==> src/rtl/ifu_pkg.sv <==
// Shared types and constants for the instruction fetch unit.
package ifu_pkg;

    typedef enum logic [1:0] {
        S_BOOT,
        S_RUN,
        S_HALT
    } ifu_state_t;

    localparam logic [15:0] NOP_INSTR  = 16'h0000;
    localparam int          OPCODE_MSB = 15;
    localparam int          OPCODE_LSB = 12;

endpackage

==> src/rtl/if_id_reg.sv <==
// IF/ID pipeline register: load a fetched word, flush to NOP, or drop valid only.
module if_id_reg
    import ifu_pkg::*;
#(
    parameter int ADDR_W = 16
) (
    input  logic              clk,
    input  logic              rst_n,
    input  logic              load_i,
    input  logic              flush_i,
    input  logic              kill_i,
    input  logic [15:0]       instr_i,
    input  logic [ADDR_W-1:0] pc_i,
    output logic [15:0]       instr_o,
    output logic [ADDR_W-1:0] pc_o,
    output logic [ADDR_W-1:0] pc_plus1_o,
    output logic              valid_o
);

    localparam logic [ADDR_W-1:0] PC_ONE = {{(ADDR_W-1){1'b0}}, 1'b1};

    logic [15:0]       instr_q;
    logic [ADDR_W-1:0] pc_q;
    logic [ADDR_W-1:0] pc1_q;
    logic              valid_q;

    // flush wins over load; kill only drops valid so the last word stays visible
    always_ff @(posedge clk or negedge rst_n) begin
        if (!rst_n) begin
            instr_q <= NOP_INSTR;
            pc_q    <= '0;
            pc1_q   <= '0;
            valid_q <= 1'b0;
        end else if (flush_i) begin
            instr_q <= NOP_INSTR;
            valid_q <= 1'b0;
        end else if (load_i) begin
            instr_q <= instr_i;
            pc_q    <= pc_i;
            pc1_q   <= pc_i + PC_ONE;
            valid_q <= 1'b1;
        end else if (kill_i) begin
            valid_q <= 1'b0;
        end
    end

    assign instr_o    = instr_q;
    assign pc_o       = pc_q;
    assign pc_plus1_o = pc1_q;
    assign valid_o    = valid_q;

endmodule

==> src/rtl/instruction_fetch_unit.sv <==
// Fetch stage: PC, boot/run/halt FSM and IF/ID capture.
// Define IFU_PERF_CNT_EN to add fetch and stall performance counters.
module instruction_fetch_unit
    import ifu_pkg::*;
#(
    parameter int              ADDR_W      = 16,
    parameter logic [ADDR_W-1:0] RESET_PC  = '0,
    parameter int              IMEM_DEPTH  = 8192,
    parameter logic [3:0]      HALT_OPCODE = 4'hF
) (
    input  logic              clk,
    input  logic              rst,
    output logic [ADDR_W-1:0] A_InstrAddress,
    output logic              C_IMRead,
    input  logic [15:0]       D_Instruction,
    input  logic              stall,
    input  logic              redirect_en,
    input  logic [ADDR_W-1:0] redirect_addr,
    output logic [15:0]       if_id_instr,
    output logic [ADDR_W-1:0] if_id_pc,
    output logic [ADDR_W-1:0] if_id_pc_plus1,
    output logic              if_id_valid,
    output logic              halted,
    output logic              fetch_fault
`ifdef IFU_PERF_CNT_EN
   ,output logic [31:0]       perf_fetch_cnt,
    output logic [31:0]       perf_stall_cnt
`endif
);

    localparam logic [ADDR_W-1:0] PC_ONE = {{(ADDR_W-1){1'b0}}, 1'b1};

    ifu_state_t        state_q, state_d;
    logic [ADDR_W-1:0] pc_q, pc_d;
    logic              fault_q, fault_d;
    logic              load, flush, kill;
    logic              oob, is_halt;

    assign oob     = 32'(pc_q) >= IMEM_DEPTH;
    assign is_halt = D_Instruction[OPCODE_MSB:OPCODE_LSB] == HALT_OPCODE;

    always_ff @(posedge clk or negedge rst) begin
        if (!rst) begin
            state_q <= S_BOOT;
            pc_q    <= RESET_PC;
            fault_q <= 1'b0;
        end else begin
            state_q <= state_d;
            pc_q    <= pc_d;
            fault_q <= fault_d;
        end
    end

    always_comb begin
        state_d = state_q;
        pc_d    = pc_q;
        fault_d = fault_q;
        load    = 1'b0;
        flush   = 1'b0;
        kill    = 1'b0;
        case (state_q)
            S_BOOT: state_d = S_RUN;
            S_RUN: begin
                if (redirect_en) begin
                    pc_d  = redirect_addr;
                    flush = 1'b1;
                end else if (oob) begin
                    fault_d = 1'b1;
                    kill    = 1'b1;
                    state_d = S_HALT;
                end else if (!stall) begin
                    // a halt word is still captured, but the PC stays on it
                    load = 1'b1;
                    if (is_halt) state_d = S_HALT;
                    else         pc_d    = pc_q + PC_ONE;
                end
            end
            S_HALT:  kill    = 1'b1;
            default: state_d = S_BOOT;
        endcase
    end

    if_id_reg #(.ADDR_W(ADDR_W)) u_if_id (
        .clk        (clk),
        .rst_n      (rst),
        .load_i     (load),
        .flush_i    (flush),
        .kill_i     (kill),
        .instr_i    (D_Instruction),
        .pc_i       (pc_q),
        .instr_o    (if_id_instr),
        .pc_o       (if_id_pc),
        .pc_plus1_o (if_id_pc_plus1),
        .valid_o    (if_id_valid)
    );

    // qualified by rst so the read enable is low while reset is held
    assign A_InstrAddress = pc_q;
    assign C_IMRead       = rst & (state_q != S_HALT);
    assign halted         = state_q == S_HALT;
    assign fetch_fault    = fault_q;

`ifdef IFU_PERF_CNT_EN
    logic [31:0] fetch_cnt_q, stall_cnt_q;

    always_ff @(posedge clk or negedge rst) begin
        if (!rst) begin
            fetch_cnt_q <= '0;
            stall_cnt_q <= '0;
        end else begin
            if (load)
                fetch_cnt_q <= fetch_cnt_q + 32'd1;
            if (state_q == S_RUN && stall && !redirect_en)
                stall_cnt_q <= stall_cnt_q + 32'd1;
        end
    end

    assign perf_fetch_cnt = fetch_cnt_q;
    assign perf_stall_cnt = stall_cnt_q;
`endif

endmodule

==> config.mk <==
export PLATFORM = sky130hd
export DESIGN_NAME = instruction_fetch_unit
export DESIGN_NICKNAME = d
export VERILOG_FILES = /design/src/rtl/ifu_pkg.sv /design/src/rtl/if_id_reg.sv /design/src/rtl/instruction_fetch_unit.sv
export SDC_FILE = /design/constraint.sdc
export NUM_CORES = 1
export LEC_CHECK = 0
export BUFFER_PORTS_ARGS = -buffer_cell sky130_fd_sc_hd__buf_2
export CORE_MARGIN = 1
export CORE_UTILIZATION = 46
export DETAILED_ROUTE_END_ITERATION = 12
export HOLD_SLACK_MARGIN = 0.08
export PLACE_DENSITY_LB_ADDON = 0.05
export SYNTH_ARGS = -nofsm -noshare
export SYNTH_HDL_FRONTEND = slang
export SYNTH_HIERARCHICAL = 1
export SYNTH_SLANG_ARGS = --single-unit
==> constraint.sdc <==
create_clock -name clk -period 2.13 [get_ports clk]
set_clock_uncertainty 0.05 [all_clocks]
set_input_delay 0.426 -clock clk [delete_from_list [all_inputs] [get_ports clk]]
set_output_delay 0.426 -clock clk [all_outputs]
set_load 0.05 [all_outputs]
==> results by group, run 1 <==
Outcome
  – Run status: completed

STA
  – Unrepaired setup endpoints after global routing: no
  – Final setup fails: 0
  – Final period util: between 90% and 100%
  – Slew Limit Fails: 0
  – Worst-Margin Slew: ~0.37 ns
  – Setup_tns: 0 ns
  – Hold Vio Cnt, Final: 0
  – F_max: 498 MHz
  – Final worst slack: 0.123 ns
  – Max_slew headroom: 75.0%
  – Tmin final: approximately 2.0 ns

Finish
  – # diodes: 0
  – Commonest non-fill, non-tap cell in the layout: buf_2
  – Layout Cells excl Fill: 580
  – Synth-to-Final Area Change: 26.5%
  – Layout cells sized above 1: between 30% and 40%
  – Most frequent cells in the layout: buf_2, nand2_1, dfrtp_1, nor2_1, mux2i_1
  – Total Nets Final: 521
  – Fin area: roughly 4300 um^2

Drt
  – Detailed-router iteration count before antenna repair: 4
  – Vias after detailed routing: around 3000
  – DR vias/cell: a little over 5
  – DR WL/cell: 14.9 um
  – DR DRC count: 0
  – First DRT Iteration DRCs: roughly 150
  – Antenna viol nets, final: 0
  – WL final: 8.62 mm

GRT
  – Gr usage total: 23.7%
  – First-pass GRT wire length: 13.9 mm
  – Largest net degree at the start of global routing: 69
  – Vias in the first global route: 2778
  – Initial antenna violation count: 0
  – Overflow after GRT: 0

Synth
  – Async set or reset register ratio after synthesis: 100%
  – Mapped cell area: approximately 3400 um^2
  – Avg Synthesized Cell Area: between 9 and 10 um^2
  – Yosys cell types: slightly below 50
  – Main synth FF type: dfrtp_1
  – Post-Syn Nets: 406
  – Number of flops mapped to enable cells by yosys: 0
  – Post-Synthesis Cells: roughly 360
  – Seq cells post-synth: slightly below 70
  – Synth warnings: 6
  – Seq/Total Area, Yosys: 50.3%

Placed design
  – IO buf count: about 100
  – Post-DP Area: 4110 um^2
  – Cells after DPL: around 560
  – GPL Wtd Cong: ~0.84
  – Post-DP HPWL: 6.18 mm
  – Pre-CTS WS: approximately 0.15 ns

CTS
  – Worst-path clk slew: ~0.07 ns
  – Clock sink count: between 60 and 70
  – CTS Root Cell: clkbuf_8
  – Clk_lat worst skew: 0.33 ns
  – TritonCTS Buffers: 9
  – CTS tree: yes
  – Clk buf depth: 2
  – CTS H-Tree Depth: 3

Worst setup path
  – Setup crit start kind: flop
  – Delay-heaviest family, CP: flip-flops
  – Arrival @ worst endpoint: ~1.5 ns
  – Sum of buffers and inverters on the critical path: 2
  – Crit path max fanout: 7
  – Largest stage delay, worst path: between 0.4 and 0.5 ns
  – Worst R2R Setup Slack: approximately 0.15 ns
  – Req. time, crit path: ~1.7 ns
  – R2r worst-path depth: 6
  – Stages on the worst setup path: 4
  – Crit Path Class: reg -> out
  – Reg2reg start: state_q[1]
  – Critical R2R Capture: A_InstrAddress[5]
  – Critical path, cell by cell: inv_1 -> ha_1 -> nor2b_2 -> buf_2
  – Setup crit end kind: output pin
  – Crit path to: C_IMRead
  – Worst Setup SP: state_q[0]
  – Slowest cell on crit path: dfrtp_1

Pwr
  – Pwr Total: between 6000 and 7000 uW
  – Pwr Density: 1620 nW/um^2
  – Leakage: 0.00219 uW
  – Max VDD drop: 0.600 mV

Die
  – Die Width: ~88 um
  – Die Y: 87.8 um
  – Overall die area: between 7000 and 8000 um^2
  – Ports: between 100 and 150
  – # rows: 30
  – Core Region: roughly 6900 um^2
  – Initial Util: just under 50%

Job
  – Max-Cap Viols: 0

Min path
  – Worst hold path class: in -> async
## layer usage
metal	vias up	share of wire (%)	GRT usage (%)
met5	-	0	0
met4	0	1.1	7.15
met3	8	4.5	5.00
met2	93	46	36.0
met1	1411	48	34.0
li1	1490	-	-
## registers in the layout, indices dropped and copies added (netlist names)
signal / count
u_if_id/valid_o: 1
u_if_id/pc_o: 16
u_if_id/instr_o: 16
fetch_fault: 1
u_if_id/pc_plus1_o: 16
state_q: 2
A_InstrAddress: 16
## cell usage after synthesis, types with 6 or more instances
cell      instances  area [um^2]
nand2_1          86          323
dfrtp_1          68         1700
nor2_1           23         86.3
mux2i_1          20          200
nand3_1          18         90.1
o21ai_1          14         70.1
a21oi_1          13         65.1
inv_1            12         45.0
clkbuf_1         11         41.3
xor2_1            8         70.1
o21ai_0           7         35.0
ha_1              6         75.1
## final cells by class
type                            instances  area (um^2)
Inverter                               12         45.0
Multi-Input combinational cell        265         1570
Timing Repair Buffer                  123          682
Clock buffer                           12          135
Clock inverter                          4         26.3
Tap cell                               96          120
Sequential cell                        68         1710
Fill cell                             631         2670
## where the power goes
part,internal (uW),switching (uW)
sequential,1770,502
combinational,1000,2770
clock,422,478
total,3190,3750
## logic make-up after synthesis
family	Yosys count	synth area share [%]
buffers and inverters	31	3.92
and+or+nand+nor	163	22.3
adders and majority gates	6	2.22
DFF	68	50.3
xor gates and xnor gates	11	2.85
muxes	21	6.25
AOI/OAI and AO/OA	64	12.2
## what timing repair did
item / in CTS / in global routing
hold buffers: 0 / 0
buffers inserted: 0 / 0
resized for setup: 0 / 2
setup endpoints to repair: 0 / 2
## worst min path at each step
stage                            endpoint        start  slack [ns]  depth (start not counted)
finish                 u_if_id/instr_o[4]          rst        0.12                          2
global route           u_if_id/instr_o[1]          rst        0.14                          2
CTS                 u_if_id/pc_plus1_o[2]          rst        0.12                          2
detailed placement            fetch_fault  fetch_fault        0.40                          1
global placement              fetch_fault  fetch_fault        0.40                          1
floorplan               A_InstrAddress[0]          rst        0.08                          0
## metrics by stage
stage	utilization (%)	hold WS [ns]
4_1_cts	61.5	0.122
3_3_place_gp	59.2	0.402
6_report	61.6	0.123
5_1_grt	61.6	0.139
2_1_floorplan	-	0.0804
3_5_place_dp	59.2	0.401
Power figures use the tool's default switching activity.
==> run 2: changes to the inputs <==
--- a/config.mk
+++ b/config.mk
@@ -7,11 +7,10 @@
 export LEC_CHECK = 0
 export BUFFER_PORTS_ARGS = -buffer_cell sky130_fd_sc_hd__buf_2
 export CORE_MARGIN = 1
-export CORE_UTILIZATION = 46
+export CORE_UTILIZATION = 48
 export DETAILED_ROUTE_END_ITERATION = 12
 export HOLD_SLACK_MARGIN = 0.08
 export PLACE_DENSITY_LB_ADDON = 0.05
 export SYNTH_ARGS = -nofsm -noshare
 export SYNTH_HDL_FRONTEND = slang
-export SYNTH_HIERARCHICAL = 1
 export SYNTH_SLANG_ARGS = --single-unit
==> constraint.sdc (replaced) <==
create_clock -name clk -period 2.1 [get_ports clk]
set_clock_uncertainty 0.05 [all_clocks]
set_input_delay 0.42 -clock clk [delete_from_list [all_inputs] [get_ports clk]]
set_output_delay 0.42 -clock clk [all_outputs]
set_load 0.05 [all_outputs]
==> run 2 against run 1 <==
Net effect: critical path depth unchanged; routed wire length down 5.1%; final area down 0.73%; synthesized cell count down 4.9%; flip-flop and latch count unchanged; final cell count down 6.7%; non-clock buffer count down 3; clock power up 49%; critical path type unchanged; area after synthesis down 1.1%; setup slack worse by 0.033 ns; clock-buffer cell count down 3.
==> results by group, run 2 <==
Drt
  – DR WL/cell: 15.1 um (+1.7%)
  – Detailed-router iteration count before antenna repair: 6 (+2)
  – DR vias/cell: 5.36 (+3.5%)
  – WL final: 8.17 mm (-5.1%)
  – DR DRC count: 0 (unchanged)
  – Antenna viol nets, final: 0 (unchanged)
  – Met3 routed WL: 459 um (+19%)
  – Highest Signal Layer: met4
  – First DRT Iteration DRCs: 250 (+66%)
  – Vias after detailed routing: 2898 (-3.5%)
  – M1 wire length: 3.83 mm (-7.7%)
  – Routed wl met2: 3.79 mm (-5.0%)

STA
  – Setup_tns: 0 ns (unchanged)
  – F_max: 498 MHz
  – Unrepaired setup endpoints after global routing: no
  – Final period util: approximately 96%
  – Worst-Margin Slew: 0.451 ns (+0.0765 ns)
  – Final setup fails: 0 (unchanged)
  – Min Hold Slack: 0.114 ns (-0.00853 ns)
  – Hold Vio Cnt, Final: 0 (unchanged)
  – Tmin final: approximately 2.0 ns
  – Slew Limit Fails: 0 (unchanged)
  – Max_slew headroom: 69.9% (-5.2 points)

Synth
  – Async set or reset register ratio after synthesis: 100% (unchanged)
  – Mapped cell area: 3350 um^2 (-1.1%)
  – Synth top cells by count: nand2_1, dfrtp_1, nand3_2
  – Top-count cell post-synth: nand2_1
  – Post-Synthesis Cells: 346 (-4.9%)
  – Seq/Total Area, Yosys: 50.9% (+0.56 points)
  – Post-Syn Nets: 387 (-4.7%)
  – Number of flops mapped to enable cells by yosys: 0 (unchanged)
  – Synth warnings: 0 (-6)
  – Synth top area share: 50.9% (+0.56 points)
  – Main synth FF type: dfrtp_1
  – Top post-synthesis cells by area: dfrtp_1, nand2_1, nand3_2
  – Seq cells post-synth: 68 (unchanged)
  – Yosys cell types: 54 (+10%)
  – Area leader, netlist: dfrtp_1
  – Avg Synthesized Cell Area: 9.67 um^2 (+4.0%)

Die
  – Core Region: 6760 um^2 (-2.7%)
  – Initial Util: 49.5% (+0.80 points)
  – Ports: 104 (unchanged)
  – Die Width: 85.5 um (-2.6%)
  – # rows: 30 (unchanged)
  – Overall die area: 7310 um^2 (-5.1%)
  – Die Y: 85.5 um (-2.6%)

Outcome
  – Run status: completed

Finish
  – Total Nets Final: 497 (-4.6%)
  – Commonest non-fill, non-tap cell in the layout: buf_2
  – # diodes: 0 (unchanged)
  – Layout Cells excl Fill: 541 (-6.7%)
  – Most frequent cells in the layout: buf_2, nand2_1, dfrtp_1, nand3_2, buf_4
  – Filler cells: 586 (-7.1%)
  – Fin area: 4250 um^2 (-0.73%)
  – Synth-to-Final Area Change: 27.0%
  – Layout cells sized above 1: 37.3% (+6.1 points)

Placed design
  – IO buf count: 103 (unchanged)
  – Cells after DPL: 525 (-6.9%)
  – Post-DP Area: 4000 um^2 (-2.7%)
  – Post-DP HPWL: 5.83 mm (-5.8%)
  – GPL Wtd Cong: 0.829 (-1.0%)

Job
  – Max-Cap Viols: 0 (unchanged)

Pwr
  – Pwr Density: 1770 nW/um^2 (+9.0%)
  – Max VDD drop: 0.751 mV (+25%)
  – Leakage: 0.00219 uW (+0.16%)

GRT
  – First-pass GRT wire length: 13.5 mm (-2.7%)
  – Gr usage total: 24.0% (+0.34 points)
  – Largest net degree at the start of global routing: 69 (unchanged)
  – Vias in the first global route: 2754 (-0.86%)
  – Initial antenna violation count: 0 (unchanged)
  – Overflow after GRT: 0 (unchanged)

CTS
  – Worst-path clk slew: 0.08 ns (about the same)
  – CTS Root Cell: clkbuf_8
  – CTS Hold Buffers Added: 0 (unchanged)
  – CTS H-Tree Depth: 3 (unchanged)
  – CTS tree: yes
  – TritonCTS Buffers: 9 (unchanged)
  – Postcts setup bufs: 0 (unchanged)
  – Clock sink count: 68 (unchanged)
  – Clk buf depth: 2 (unchanged)
  – Clk_lat worst skew: 0.35 ns (+0.02 ns)
  – CTS resizes: 0 (unchanged)

Worst setup path
  – Setup crit end kind: output pin
  – Crit Path Class: reg -> out
  – Req. time, crit path: 1.63 ns (-0.02 ns)
  – Crit path max fanout: 7 (unchanged)
  – Setup crit start kind: flop
  – Arrival @ worst endpoint: 1.54 ns (about the same)

Min path
  – Worst hold path class: in -> async
-- run 2: cell types whose count changed in the layout (fill, tap and decap cells not counted), moves of 5 or more --
cell     change
nand2_1      +5
nand3_1      -8
nand3_2     +14
and2_1       +5
o21ai_2      +7
mux2i_1     -19
nor2_1      -11
-- run 2: final timing paths --
kind	startpoint	to	slack [ns]	depth (start not counted)
max	state_q[0]	C_IMRead	0.09	4
min	rst	u_if_id.pc_plus1_o[14]	0.11	2
max reg2reg	A_InstrAddress[4]	A_InstrAddress[10]	0.21	4
min reg2reg	u_if_id.pc_o[11]	u_if_id.pc_o[11]	0.42	2
max in group asynchronous	rst	u_if_id.pc_o[11]	1.57	2
min in group clk	D_Instruction[9]	u_if_id.instr_o[9]	0.21	3
-- run 2: stage by stage --
stage	total power, uW	setup WS (ns)	util [%]
after detailed placement	6210	0.235	59.2
final	7510	0.0903	62.9
after global routing	7950	0.0310	62.9
after global placement	6170	0.227	59.2
after floorplan	5180	0.0441	-
after CTS	7560	0.0953	62.9
-- run 2: layout make-up --
class / count / area (um^2) / area share, %
inverter: 12 / 45.0 / 1.06
multi-input combinational: 245 / 1480 / 34.9
clock buffer: 9 / 124 / 2.92
clock inverter: 7 / 123 / 2.89
timing repair buffer: 120 / 668 / 15.7
tap: 80 / 100 / 2.36
sequential: 68 / 1700 / 40.1
-- run 2: worst max-delay path, stage by stage, from the launching register on --
cell and delay (ns):
dfrtp_1 0.41, inv_1 0.10, ha_1 0.30, nor2b_2 0.13
buf_2 0.26
-- run 2: power by group --
group	internal [uW]	switching [uW]
Combinational	1030	2880
Sequential	1810	452
Clock	797	542
-- run 2: logic make-up after synthesis --
group                    count (synthesis)  synth area share [%]
flip-flops                              68                  50.9
multiplexers                             1                 0.299
AND/OR/NAND/NOR                        170                  27.1
XOR/XNOR                                10                  2.62
AO/OA/AOI/OAI                           59                  12.2
buffers and inverters                   33                  5.05
adder cells (fa/ha/maj)                  5                  1.87
-- run 2: routing by layer --
layer / GRT usage (%) / vias up
met3: 5.16 / 8
met1: 33.9 / 1377
li1: - / 1415
met5: 0 / -
met4: 8.64 / 0
met2: 36.6 / 98
==> run 3: changes to the inputs <==
--- a/config.mk
+++ b/config.mk
@@ -5,10 +5,10 @@
 export SDC_FILE = /design/constraint.sdc
 export NUM_CORES = 1
 export LEC_CHECK = 0
-export BUFFER_PORTS_ARGS = -buffer_cell sky130_fd_sc_hd__buf_2
 export CORE_MARGIN = 1
 export CORE_UTILIZATION = 48
 export DETAILED_ROUTE_END_ITERATION = 12
+export DONT_BUFFER_PORTS = 1
 export HOLD_SLACK_MARGIN = 0.08
 export PLACE_DENSITY_LB_ADDON = 0.05
 export SYNTH_ARGS = -nofsm -noshare
==> run 3 against run 2 <==
Net effect: core utilization decreased by 5.8 points; clock-buffer cell count grew 1; combinational power down 34%; global-route usage up 0.17 points; worst hold slack better by 0.0097 ns; final cell count fell by 16%; highest routed layer unchanged; critical path depth unchanged; sequential share of layout area increased by 4.1 points; non-clock buffer count fell by 86.
==> results by group, run 3 (same netlist as run 2, synthesis figures left out) <==
STA
  – Unrepaired setup endpoints after global routing: no
  – Min Hold Slack: 0.124 ns (+0.00973 ns)
  – Max_slew headroom: 65.6% (-4.3 points)
  – Final setup fails: 0 (unchanged)
  – Worst-Margin Slew: 0.516 ns (+0.0649 ns)
  – Final period util: 92.5% (-3.2 points)
  – Slew Limit Fails: 0 (unchanged)
  – F_max: 515 MHz (+3.5%)
  – Setup_tns: 0 ns (unchanged)
  – Tmin final: 1.94 ns (-0.0671 ns)
  – Hold Vio Cnt, Final: 0 (unchanged)

Worst setup path
  – Worst Setup SP: state_q[0]
  – Reg2reg start: A_InstrAddress[15]
  – Crit path max fanout: 7 (unchanged)
  – Crit Path Class: reg -> out
  – Arrival @ worst endpoint: 1.47 ns (-0.07 ns)
  – Req. time, crit path: 1.63 ns (about the same)
  – Setup crit start kind: flop
  – Setup crit end kind: output pin
  – Worst R2R Setup Slack: 0.20 ns (about the same)

Finish
  – Most frequent cells in the layout: nand2_1, dfrtp_1, buf_4, nand3_2
  – Commonest non-fill, non-tap cell in the layout: nand2_1
  – Filler cells: 623 (+6.3%)
  – Total Nets Final: 411 (-17%)
  – Synth-to-Final Area Change: 15.2%
  – Layout cells sized above 1: 22.7% (-15 points)

Min path
  – Worst hold path class: in -> reg
  – Hold wc startpoint: D_Instruction[4]

Placed design
  – GPL Wtd Cong: 0.814 (-1.9%)
  – IO buf count: 0 (-100%)
  – Post-DP HPWL: 5.78 mm (-0.71%)

Drt
  – WL final: 8.48 mm (+3.7%)
  – DR DRC count: 0 (unchanged)
  – DR WL/cell: 18.5 um (+23%)
  – Vias after detailed routing: 2590 (-11%)
  – First DRT Iteration DRCs: 148 (-41%)
  – Detailed-router iteration count before antenna repair: 4 (-2)
  – Antenna viol nets, final: 0 (unchanged)
  – DR vias/cell: 5.67 (+5.8%)

GRT
  – Gr usage total: 24.2% (+0.17 points)
  – Overflow after GRT: 0 (unchanged)
  – First-pass GRT wire length: 13.3 mm (-1.4%)
  – Initial antenna violation count: 1 (+1)
  – Vias in the first global route: 2513 (-8.8%)
  – Largest net degree at the start of global routing: 69 (unchanged)

Pwr
  – Leakage: 0.00180 uW (-18%)
  – Max VDD drop: 0.819 mV (+9.0%)
  – Pwr Density: 1860 nW/um^2 (+5.3%)

CTS
  – CTS Root Cell: clkbuf_8
  – Worst-path clk slew: 0.08 ns (about the same)
  – Clk_lat worst skew: 0.34 ns (about the same)
  – TritonCTS Buffers: 9 (unchanged)
  – Postcts setup bufs: 0 (unchanged)
  – Clock sink count: 68 (unchanged)
  – CTS tree: yes
  – CTS H-Tree Depth: 3 (unchanged)
  – Clk buf depth: 2 (unchanged)

Job
  – Max-Cap Viols: 0 (unchanged)

Die
  – Die Width: 85.5 um (unchanged)
  – Ports: 104 (unchanged)
  – # rows: 30 (unchanged)
  – Initial Util: 49.5% (unchanged)
  – Core Region: 6760 um^2 (unchanged)
  – Die Y: 85.5 um (unchanged)
  – Overall die area: 7310 um^2 (unchanged)

Outcome
  – Run status: completed
==> run 3: cell count changes in the layout (fill, tap and decap cells not counted), moves of 2 or more <==
| cell | change |
|---|---|
| inv_6 | -2 |
| buf_2 | -103 |
| buf_4 | +16 |
| diode_2 | +2 |
==> run 3: critical path, stage by stage (launching register included) <==
cell and delay, ns:
dfrtp_1 0.40, inv_1 0.10, ha_1 0.30, nor2b_2 0.13, buf_4 0.19
==> run 3: what timing repair did <==
item / 4_1_cts / 5_1_grt
hold buffers: 2 / 0
resized for setup: 0 / 0
endpoints found under the hold margin: 68 / 0
==> run 3: final timing paths <==
| path | to | depth (start not counted) |
|---|---|---|
| max in group asynchronous | u_if_id.instr_o[1] | 2 |
| min in group asynchronous | u_if_id.pc_o[0] | 2 |
| setup reg to reg | u_if_id.pc_plus1_o[3] | 5 |
| hold / removal | u_if_id.instr_o[4] | 2 |
| setup / recovery | C_IMRead | 4 |
| hold reg to reg | u_if_id.pc_o[9] | 2 |
==> run 3: through the flow <==
| step | power (uW) | instances | setup WS, ns | cell area [um^2] | utilization, % |
|---|---|---|---|---|---|
| 6_report | 7180 | 457 | 0.157 | 3850 | 57.0 |
| 5_1_grt | 7560 | 456 | 0.0883 | 3850 | 57.0 |
| 4_1_cts | 7210 | 455 | 0.151 | 3850 | 57.0 |
| 3_5_place_dp | 5960 | 437 | 0.195 | 3590 | 53.1 |
| 3_3_place_gp | 5900 | 437 | 0.244 | 3590 | 53.1 |
| 2_1_floorplan | 5180 | 346 | 0.0441 | 3350 | - |
==> run 3: routing by layer <==
metal	up-vias	part of all wire, %	track usage, %
met5	-	0	0
met4	0	2.0	12.3
met3	12	7.2	6.03
met2	102	46	36.0
met1	1229	45	32.8
li1	1247	-	-
==> run 3: area by class of cell <==
cell class | instances | area (um^2) | area share (%)
Antenna cell | 2 | 5.00 | 0.130
Clock buffer | 10 | 138 | 3.57
Clock inverter | 6 | 87.6 | 2.27
Inverter | 12 | 45.0 | 1.17
Multi-Input combinational cell | 245 | 1480 | 38.5
Sequential cell | 68 | 1700 | 44.2
Tap cell | 80 | 100 | 2.60
Timing Repair Buffer | 34 | 290 | 7.53
==> run 3: where the power goes <==
| part | switching (uW) | total, uW | leakage (uW) | internal [uW] |
|---|---|---|---|---|
| sequential | 1610 | 3400 | 0.000863 | 1790 |
| clock | 518 | 1220 | 0.000105 | 698 |
| combinational | 1700 | 2570 | 0.000835 | 868 |
| total | 3830 | 7180 | 0.00180 | 3350 |
